$ cat src/rtl/spi_pkg.sv
// Shared types, widths and bit-order helpers for the SPI mode-0 responder.
package spi_pkg;

   localparam int unsigned SPI_BYTE_W   = 8;
   localparam int unsigned SPI_BITCNT_W = 3;

   typedef enum logic [1:0] {
      RESYNC = 2'd0,
      IDLE   = 2'd1,
      ACTIVE = 2'd2
   } spi_slave_state_t;

   // Shift one bit into a byte at the end chosen by the bit order (0 = MSB first).
   function automatic logic [SPI_BYTE_W-1:0] spi_shift(input logic [SPI_BYTE_W-1:0] sh,
                                                      input logic bit_in,
                                                      input logic lsb_first);
      return lsb_first ? {bit_in, sh[SPI_BYTE_W-1:1]} : {sh[SPI_BYTE_W-2:0], bit_in};
   endfunction

   function automatic logic spi_first_bit(input logic [SPI_BYTE_W-1:0] b, input logic lsb_first);
      return lsb_first ? b[0] : b[SPI_BYTE_W-1];
   endfunction

endpackage

$ cat src/rtl/spi_sync_edge.sv
// Synchroniser chain plus delay flop; level and edge strobes are all registered.
module spi_sync_edge #(
   parameter int unsigned STAGES  = 2,
   parameter logic        RST_VAL = 1'b0
) (
   input  logic clk,
   input  logic arstn,
   input  logic din,
   output logic level,
   output logic rise,
   output logic fall
);

   logic [STAGES-1:0] sync_q, sync_d;
   logic              dly_q, dly_d;
   logic              rise_q, rise_d;
   logic              fall_q, fall_d;

   always_comb begin
      sync_d = {sync_q[STAGES-2:0], din};
      dly_d  = sync_q[STAGES-1];
      rise_d = sync_q[STAGES-1] & ~dly_q;
      fall_d = ~sync_q[STAGES-1] & dly_q;
   end

   always_ff @(posedge clk or negedge arstn) begin
      if (!arstn) begin
         sync_q <= {STAGES{RST_VAL}};
         dly_q  <= RST_VAL;
         rise_q <= 1'b0;
         fall_q <= 1'b0;
      end else begin
         sync_q <= sync_d;
         dly_q  <= dly_d;
         rise_q <= rise_d;
         fall_q <= fall_d;
      end
   end

   assign level = dly_q;
   assign rise  = rise_q;
   assign fall  = fall_q;

endmodule

$ cat src/rtl/spi_slave.sv
// SPI mode-0 responder: oversampled scl/cs/mosi, byte deserialiser and miso serialiser.
module spi_slave
   import spi_pkg::*;
#(
   parameter int unsigned SYNC_STAGES = 2
) (
   input  logic                  clk,
   input  logic                  arstn,
   input  logic                  scl,
   input  logic                  cs,
   input  logic                  mosi,
   output logic                  miso,
   input  logic                  msb_lsb,
   input  logic [SPI_BYTE_W-1:0] tx_byte,
   output logic                  tx_ready,
   output logic [SPI_BYTE_W-1:0] rx_byte,
   output logic                  rx_valid,
   output logic                  busy,
   output logic                  frame_end
);

   // The cs chain resets high, so its level is meaningless until the chain has flushed.
   localparam int unsigned SETTLE   = SYNC_STAGES + 1;
   localparam int unsigned SETTLE_W = $clog2(SETTLE + 1);

   logic scl_level_unused, scl_rise, scl_fall;
   logic cs_level, cs_rise, cs_fall;
   logic mosi_level, mosi_rise_unused, mosi_fall_unused;

   spi_sync_edge #(.STAGES(SYNC_STAGES), .RST_VAL(1'b0)) u_scl_sync (
      .clk(clk), .arstn(arstn), .din(scl),
      .level(scl_level_unused), .rise(scl_rise), .fall(scl_fall));

   spi_sync_edge #(.STAGES(SYNC_STAGES), .RST_VAL(1'b1)) u_cs_sync (
      .clk(clk), .arstn(arstn), .din(cs),
      .level(cs_level), .rise(cs_rise), .fall(cs_fall));

   spi_sync_edge #(.STAGES(SYNC_STAGES), .RST_VAL(1'b0)) u_mosi_sync (
      .clk(clk), .arstn(arstn), .din(mosi),
      .level(mosi_level), .rise(mosi_rise_unused), .fall(mosi_fall_unused));

   spi_slave_state_t        state_q, state_d;
   logic [SETTLE_W-1:0]     settle_q, settle_d;
   logic [SPI_BYTE_W-1:0]   rx_sh_q, rx_sh_d;
   logic [SPI_BYTE_W-1:0]   tx_sh_q, tx_sh_d;
   logic [SPI_BITCNT_W-1:0] bit_cnt_q, bit_cnt_d;
   logic                    reload_q, reload_d;
   logic                    lsb_q, lsb_d;
   logic                    miso_q, miso_d;
   logic [SPI_BYTE_W-1:0]   rx_byte_q, rx_byte_d;
   logic                    rx_valid_q, rx_valid_d;
   logic                    tx_ready_q, tx_ready_d;
   logic                    busy_q, busy_d;
   logic                    frame_end_q, frame_end_d;

   always_comb begin
      state_d     = state_q;
      settle_d    = settle_q;
      rx_sh_d     = rx_sh_q;
      tx_sh_d     = tx_sh_q;
      bit_cnt_d   = bit_cnt_q;
      reload_d    = reload_q;
      lsb_d       = lsb_q;
      miso_d      = miso_q;
      rx_byte_d   = rx_byte_q;
      rx_valid_d  = 1'b0;
      tx_ready_d  = 1'b0;
      frame_end_d = 1'b0;

      case (state_q)
         RESYNC: begin
            miso_d = 1'b0;
            if (settle_q != SETTLE_W'(SETTLE)) begin
               settle_d = settle_q + SETTLE_W'(1);
            end else if (cs_level) begin
               state_d = IDLE;
            end
         end
         IDLE: begin
            if (cs_fall) begin
               lsb_d      = msb_lsb;
               tx_sh_d    = spi_shift(tx_byte, 1'b0, msb_lsb);
               miso_d     = spi_first_bit(tx_byte, msb_lsb);
               tx_ready_d = 1'b1;
               bit_cnt_d  = '0;
               reload_d   = 1'b0;
               state_d    = ACTIVE;
            end
         end
         ACTIVE: begin
            // cs rise takes priority over any scl edge seen in the same cycle.
            if (cs_rise) begin
               frame_end_d = 1'b1;
               miso_d      = 1'b0;
               reload_d    = 1'b0;
               state_d     = IDLE;
            end else if (scl_rise) begin
               rx_sh_d   = spi_shift(rx_sh_q, mosi_level, lsb_q);
               bit_cnt_d = bit_cnt_q + SPI_BITCNT_W'(1);
               if (bit_cnt_q == '1) begin
                  rx_byte_d  = rx_sh_d;
                  rx_valid_d = 1'b1;
                  reload_d   = 1'b1;
               end
            end else if (scl_fall) begin
               if (reload_q) begin
                  lsb_d      = msb_lsb;
                  tx_sh_d    = spi_shift(tx_byte, 1'b0, msb_lsb);
                  miso_d     = spi_first_bit(tx_byte, msb_lsb);
                  tx_ready_d = 1'b1;
                  reload_d   = 1'b0;
               end else begin
                  miso_d  = spi_first_bit(tx_sh_q, lsb_q);
                  tx_sh_d = spi_shift(tx_sh_q, 1'b0, lsb_q);
               end
            end
         end
         default: begin
            state_d = RESYNC;
            miso_d  = 1'b0;
         end
      endcase

      busy_d = (state_d == ACTIVE);
   end

   always_ff @(posedge clk or negedge arstn) begin
      if (!arstn) begin
         state_q     <= RESYNC;
         settle_q    <= '0;
         rx_sh_q     <= '0;
         tx_sh_q     <= '0;
         bit_cnt_q   <= '0;
         reload_q    <= 1'b0;
         lsb_q       <= 1'b0;
         miso_q      <= 1'b0;
         rx_byte_q   <= '0;
         rx_valid_q  <= 1'b0;
         tx_ready_q  <= 1'b0;
         busy_q      <= 1'b0;
         frame_end_q <= 1'b0;
      end else begin
         state_q     <= state_d;
         settle_q    <= settle_d;
         rx_sh_q     <= rx_sh_d;
         tx_sh_q     <= tx_sh_d;
         bit_cnt_q   <= bit_cnt_d;
         reload_q    <= reload_d;
         lsb_q       <= lsb_d;
         miso_q      <= miso_d;
         rx_byte_q   <= rx_byte_d;
         rx_valid_q  <= rx_valid_d;
         tx_ready_q  <= tx_ready_d;
         busy_q      <= busy_d;
         frame_end_q <= frame_end_d;
      end
   end

   assign miso      = miso_q;
   assign rx_byte   = rx_byte_q;
   assign rx_valid  = rx_valid_q;
   assign tx_ready  = tx_ready_q;
   assign busy      = busy_q;
   assign frame_end = frame_end_q;

endmodule

$ cat config.mk
export PLATFORM = sky130hd
export DESIGN_NAME = spi_slave
export DESIGN_NICKNAME = d
export VERILOG_FILES = /design/src/rtl/spi_pkg.sv /design/src/rtl/spi_sync_edge.sv /design/src/rtl/spi_slave.sv
export SDC_FILE = /design/constraint.sdc
export NUM_CORES = 1
export LEC_CHECK = 0
export ABC_AREA = 1
export CAP_MARGIN = 10
export CORE_MARGIN = 4
export CORE_UTILIZATION = 50
export CTS_CLUSTER_DIAMETER = 200
export DETAILED_ROUTE_END_ITERATION = 7
export HOLD_SLACK_MARGIN = 0.06
export PLACE_DENSITY = 0.75
export SYNTH_ARGS = -nofsm -noshare
export SYNTH_HDL_FRONTEND = slang
export SYNTH_HIERARCHICAL = 1
export SYNTH_SLANG_ARGS = --single-unit
$ cat constraint.sdc
create_clock -name clk -period 1.53 [get_ports clk]
set_clock_uncertainty 0.15 [all_clocks]
set_input_delay 0.306 -clock clk [delete_from_list [all_inputs] [get_ports clk]]
set_output_delay 0.306 -clock clk [all_outputs]
set_load 0.005 [all_outputs]
==> results.json <==
{
  "slew_headroom_pct": 67.9,
  "synth_nets": 341,
  "crit_slowest_cell": "dfrtp_2",
  "cts_htree_levels": 2,
  "status": "finished, violations left",
  "required_ps": 1580,
  "die_w_um": 78.8,
  "drc": 0,
  "clk_latency_ps": 310,
  "ios": 27,
  "clock.fmax_ghz": 0.597,
  "hold_end": "u_mosi_sync/sync_q[1]",
  "start_kind": "register",
  "path_max_fanout": 5,
  "setup_violations": 15,
  "cts_buffers": 5,
  "core-area_um2": 4790,
  "die_y_um": 78.8,
  "area.growth.synth_to_final_pct": 37.5,
  "tritoncts": "done",
  "worstHoldStart": "u_mosi_sync/sync_q[0]",
  "power.total_w": 0.00458,
  "clkTransAtPathRegs_ps": 100,
  "synth.avg_cell_area_um2": 7.88,
  "antenna_cells": 0,
  "critPathCaptureType": "register",
  "ff2ff_path_depth": 9,
  "grt_max_degree": 24,
  "grt_overflow": 0,
  "drt_iter0_drc": 149,
  "track_usage_pct": 18.9,
  "rows": 25,
  "powerDensity_nw_per_um2": 1330,
  "hold_viol": 0,
  "totalWireLength_mm": 6.13,
  "holdCritPathClass": "register to register",
  "fin_area_um2": 3440,
  "ff2ff_setup_slack_ps": -140,
  "regToRegStartpoint": "state_q[1]",
  "wire_per_inst_um": 13.7,
  "vdd_drop_max_mv": 0.897,
  "antenna_found_initial": 0,
  "routabilityCongestion": 0.875,
  "vias": 2304,
  "netlist_area_um2": 2500,
  "crit_top_cell": "nand2_1",
  "grt_pass1_vias": 2143,
  "cts.sink_count": 51,
  "critical_path_class": "register to register",
  "syn_inst": 318,
  "dp_hpwl_mm": 3.75,
  "max_cap_violations": 0,
  "cellLeakagePower_nw": 1.79,
  "io_buffers": 26,
  "clockBufferDepth": 2,
  "slew_viol_final": 0,
  "viasPerCell": 5.15,
  "fin_ws_ps": -145,
  "violations": "setup timing",
  "r2r_end": "reload_q",
  "crit_path_cell_trace": "inv_2 -> ha_4 -> nand2_1 -> o21ai_4 -> buf_4 -> buf_6 -> nand2_1 -> nand2_1 -> nand3_1",
  "clockRootBuffer": "clkbuf_8",
  "drive_gt1_share_pct": 25.3,
  "cpPeakStageDelay_ps": 480,
  "yosysWarningCount": 6,
  "finalNetCount": 402,
  "period_minus_slack_ps": 1670,
  "initial_core_util_pct": 52.3,
  "grt_first_pass_wirelength_mm": 9.31,
  "min_period_over_period_pct": 109,
  "tightestPinTransition_ps": 477,
  "ant_nets": 0,
  "drt_first_pass_iters": 4,
  "place_area_um2": 3010,
  "fp.dieArea_um2": 6210,
  "critPathArrivalTime_ps": 1720,
  "rsz0062_at_grt": "true",
  "hold_depth": 0
}
==> registers in the layout (all words and copies together) (netlist names) <==
signal	count
bit_cnt_q	3
tx_sh_q	8
lsb_q	1
u_scl_sync/sync_q	2
u_cs_sync/rise	1
miso	1
rx_byte	8
u_cs_sync/level	1
reload_q	1
u_scl_sync/level	1
u_mosi_sync/level	1
u_cs_sync/fall	1
u_scl_sync/rise	1
settle_q	2
u_mosi_sync/sync_q	2
rx_sh_q	8
u_scl_sync/fall	1
rx_valid	1
state_q	2
tx_ready	1
frame_end	1
u_cs_sync/sync_q	2
busy	1
==> worst max-delay path by stage <==
| stage | start | to | slack [ps] | depth (start not counted) |
|---|---|---|---|---|
| detailed placement | state_q[0] | rx_sh_q[3] | -200 | 5 |
| finish | state_q[1] | reload_q | -140 | 9 |
| global placement | state_q[0] | rx_byte[7] | -150 | 6 |
| floorplan | state_q[0] | tx_sh_q[0] | -30 | 9 |
| CTS | state_q[0] | tx_sh_q[3] | -50 | 8 |
| global route | state_q[0] | lsb_q | -240 | 11 |
==> metrics by stage <==
stage | hold slack (ps) | worst slack (ps) | util [%] | cells | setup TNS [ps]
global route | 222 | -239 | 72.0 | 447 | -3700
detailed placement | 123 | -202 | 62.8 | 424 | -4620
finish | 198 | -145 | 72.0 | 447 | -1190
floorplan | -140 | -34.4 | - | 318 | -297
CTS | 211 | -50.7 | 67.6 | 440 | -421
global placement | 121 | -150 | 62.8 | 424 | -3250
==> critical path, delay by kind of cell (launching register included) <==
kind / cells / cell delay (ps)
DFF: 1 / 480
buffers and inverters: 3 / 360
AOI/OAI and AO/OA: 1 / 120
adders and majority gates: 1 / 170
and+or+nand+nor: 4 / 290
==> what timing repair did <==
item,in CTS,in global routing
hold endpoints to repair,14,0
setup endpoints to repair,45,34
pin swaps,14,22
hold buffers,1,0
cloned,0,2
resized for setup,33,49
buffers inserted,7,5
==> layer usage <==
layer / share of wire (%) / global-route usage (%) / vias to the layer above / wire length (µm)
met5: 0 / 0 / - / 0
met4: 1.9 / 5.59 / 0 / 115
met3: 5.3 / 3.74 / 12 / 327
met2: 52 / 32.8 / 75 / 3220
met1: 40 / 23.9 / 1097 / 2470
li1: - / - / 1120 / -
==> power breakdown <==
group	leakage, nW	internal [W]	switching [W]
clock network	0.0514	0.000488	0.000444
registers	0.655	0.00157	0.000184
logic	1.09	0.000821	0.00108
total	1.79	0.00288	0.00171
==> layout by cell type, fill, tap and decap left out, drive strengths merged <==
cell type      instances
xnor2                  1
a21oi                  1
nand3                 30
clkbuf                 6
ha                     9
dfrtp                 48
dfstp                  3
a21boi                 1
nor2                  17
clkdlybuf4s50         12
nor4                   1
clkinv                 3
a31oi                  1
nand2                126
bufinv                 1
nor3                   1
dlygate4sd2           13
dlygate4sd3            1
nand4                  3
clkinvlp               1
o21ai                 30
buf                   33
mux2                   1
inv                   37
==> final cells by class <==
cell class / count / area (µm²)
Fill cell: 364 / 1340
Sequential cell: 51 / 1280
Multi-Input combinational cell: 222 / 1260
Timing Repair Buffer: 59 / 529
Inverter: 39 / 164
Tap cell: 67 / 83.8
Clock buffer: 6 / 72.6
Clock inverter: 2 / 37.5
Timing Repair inverter: 1 / 16.3
Note: power is estimated with default switching activity, not from simulation.
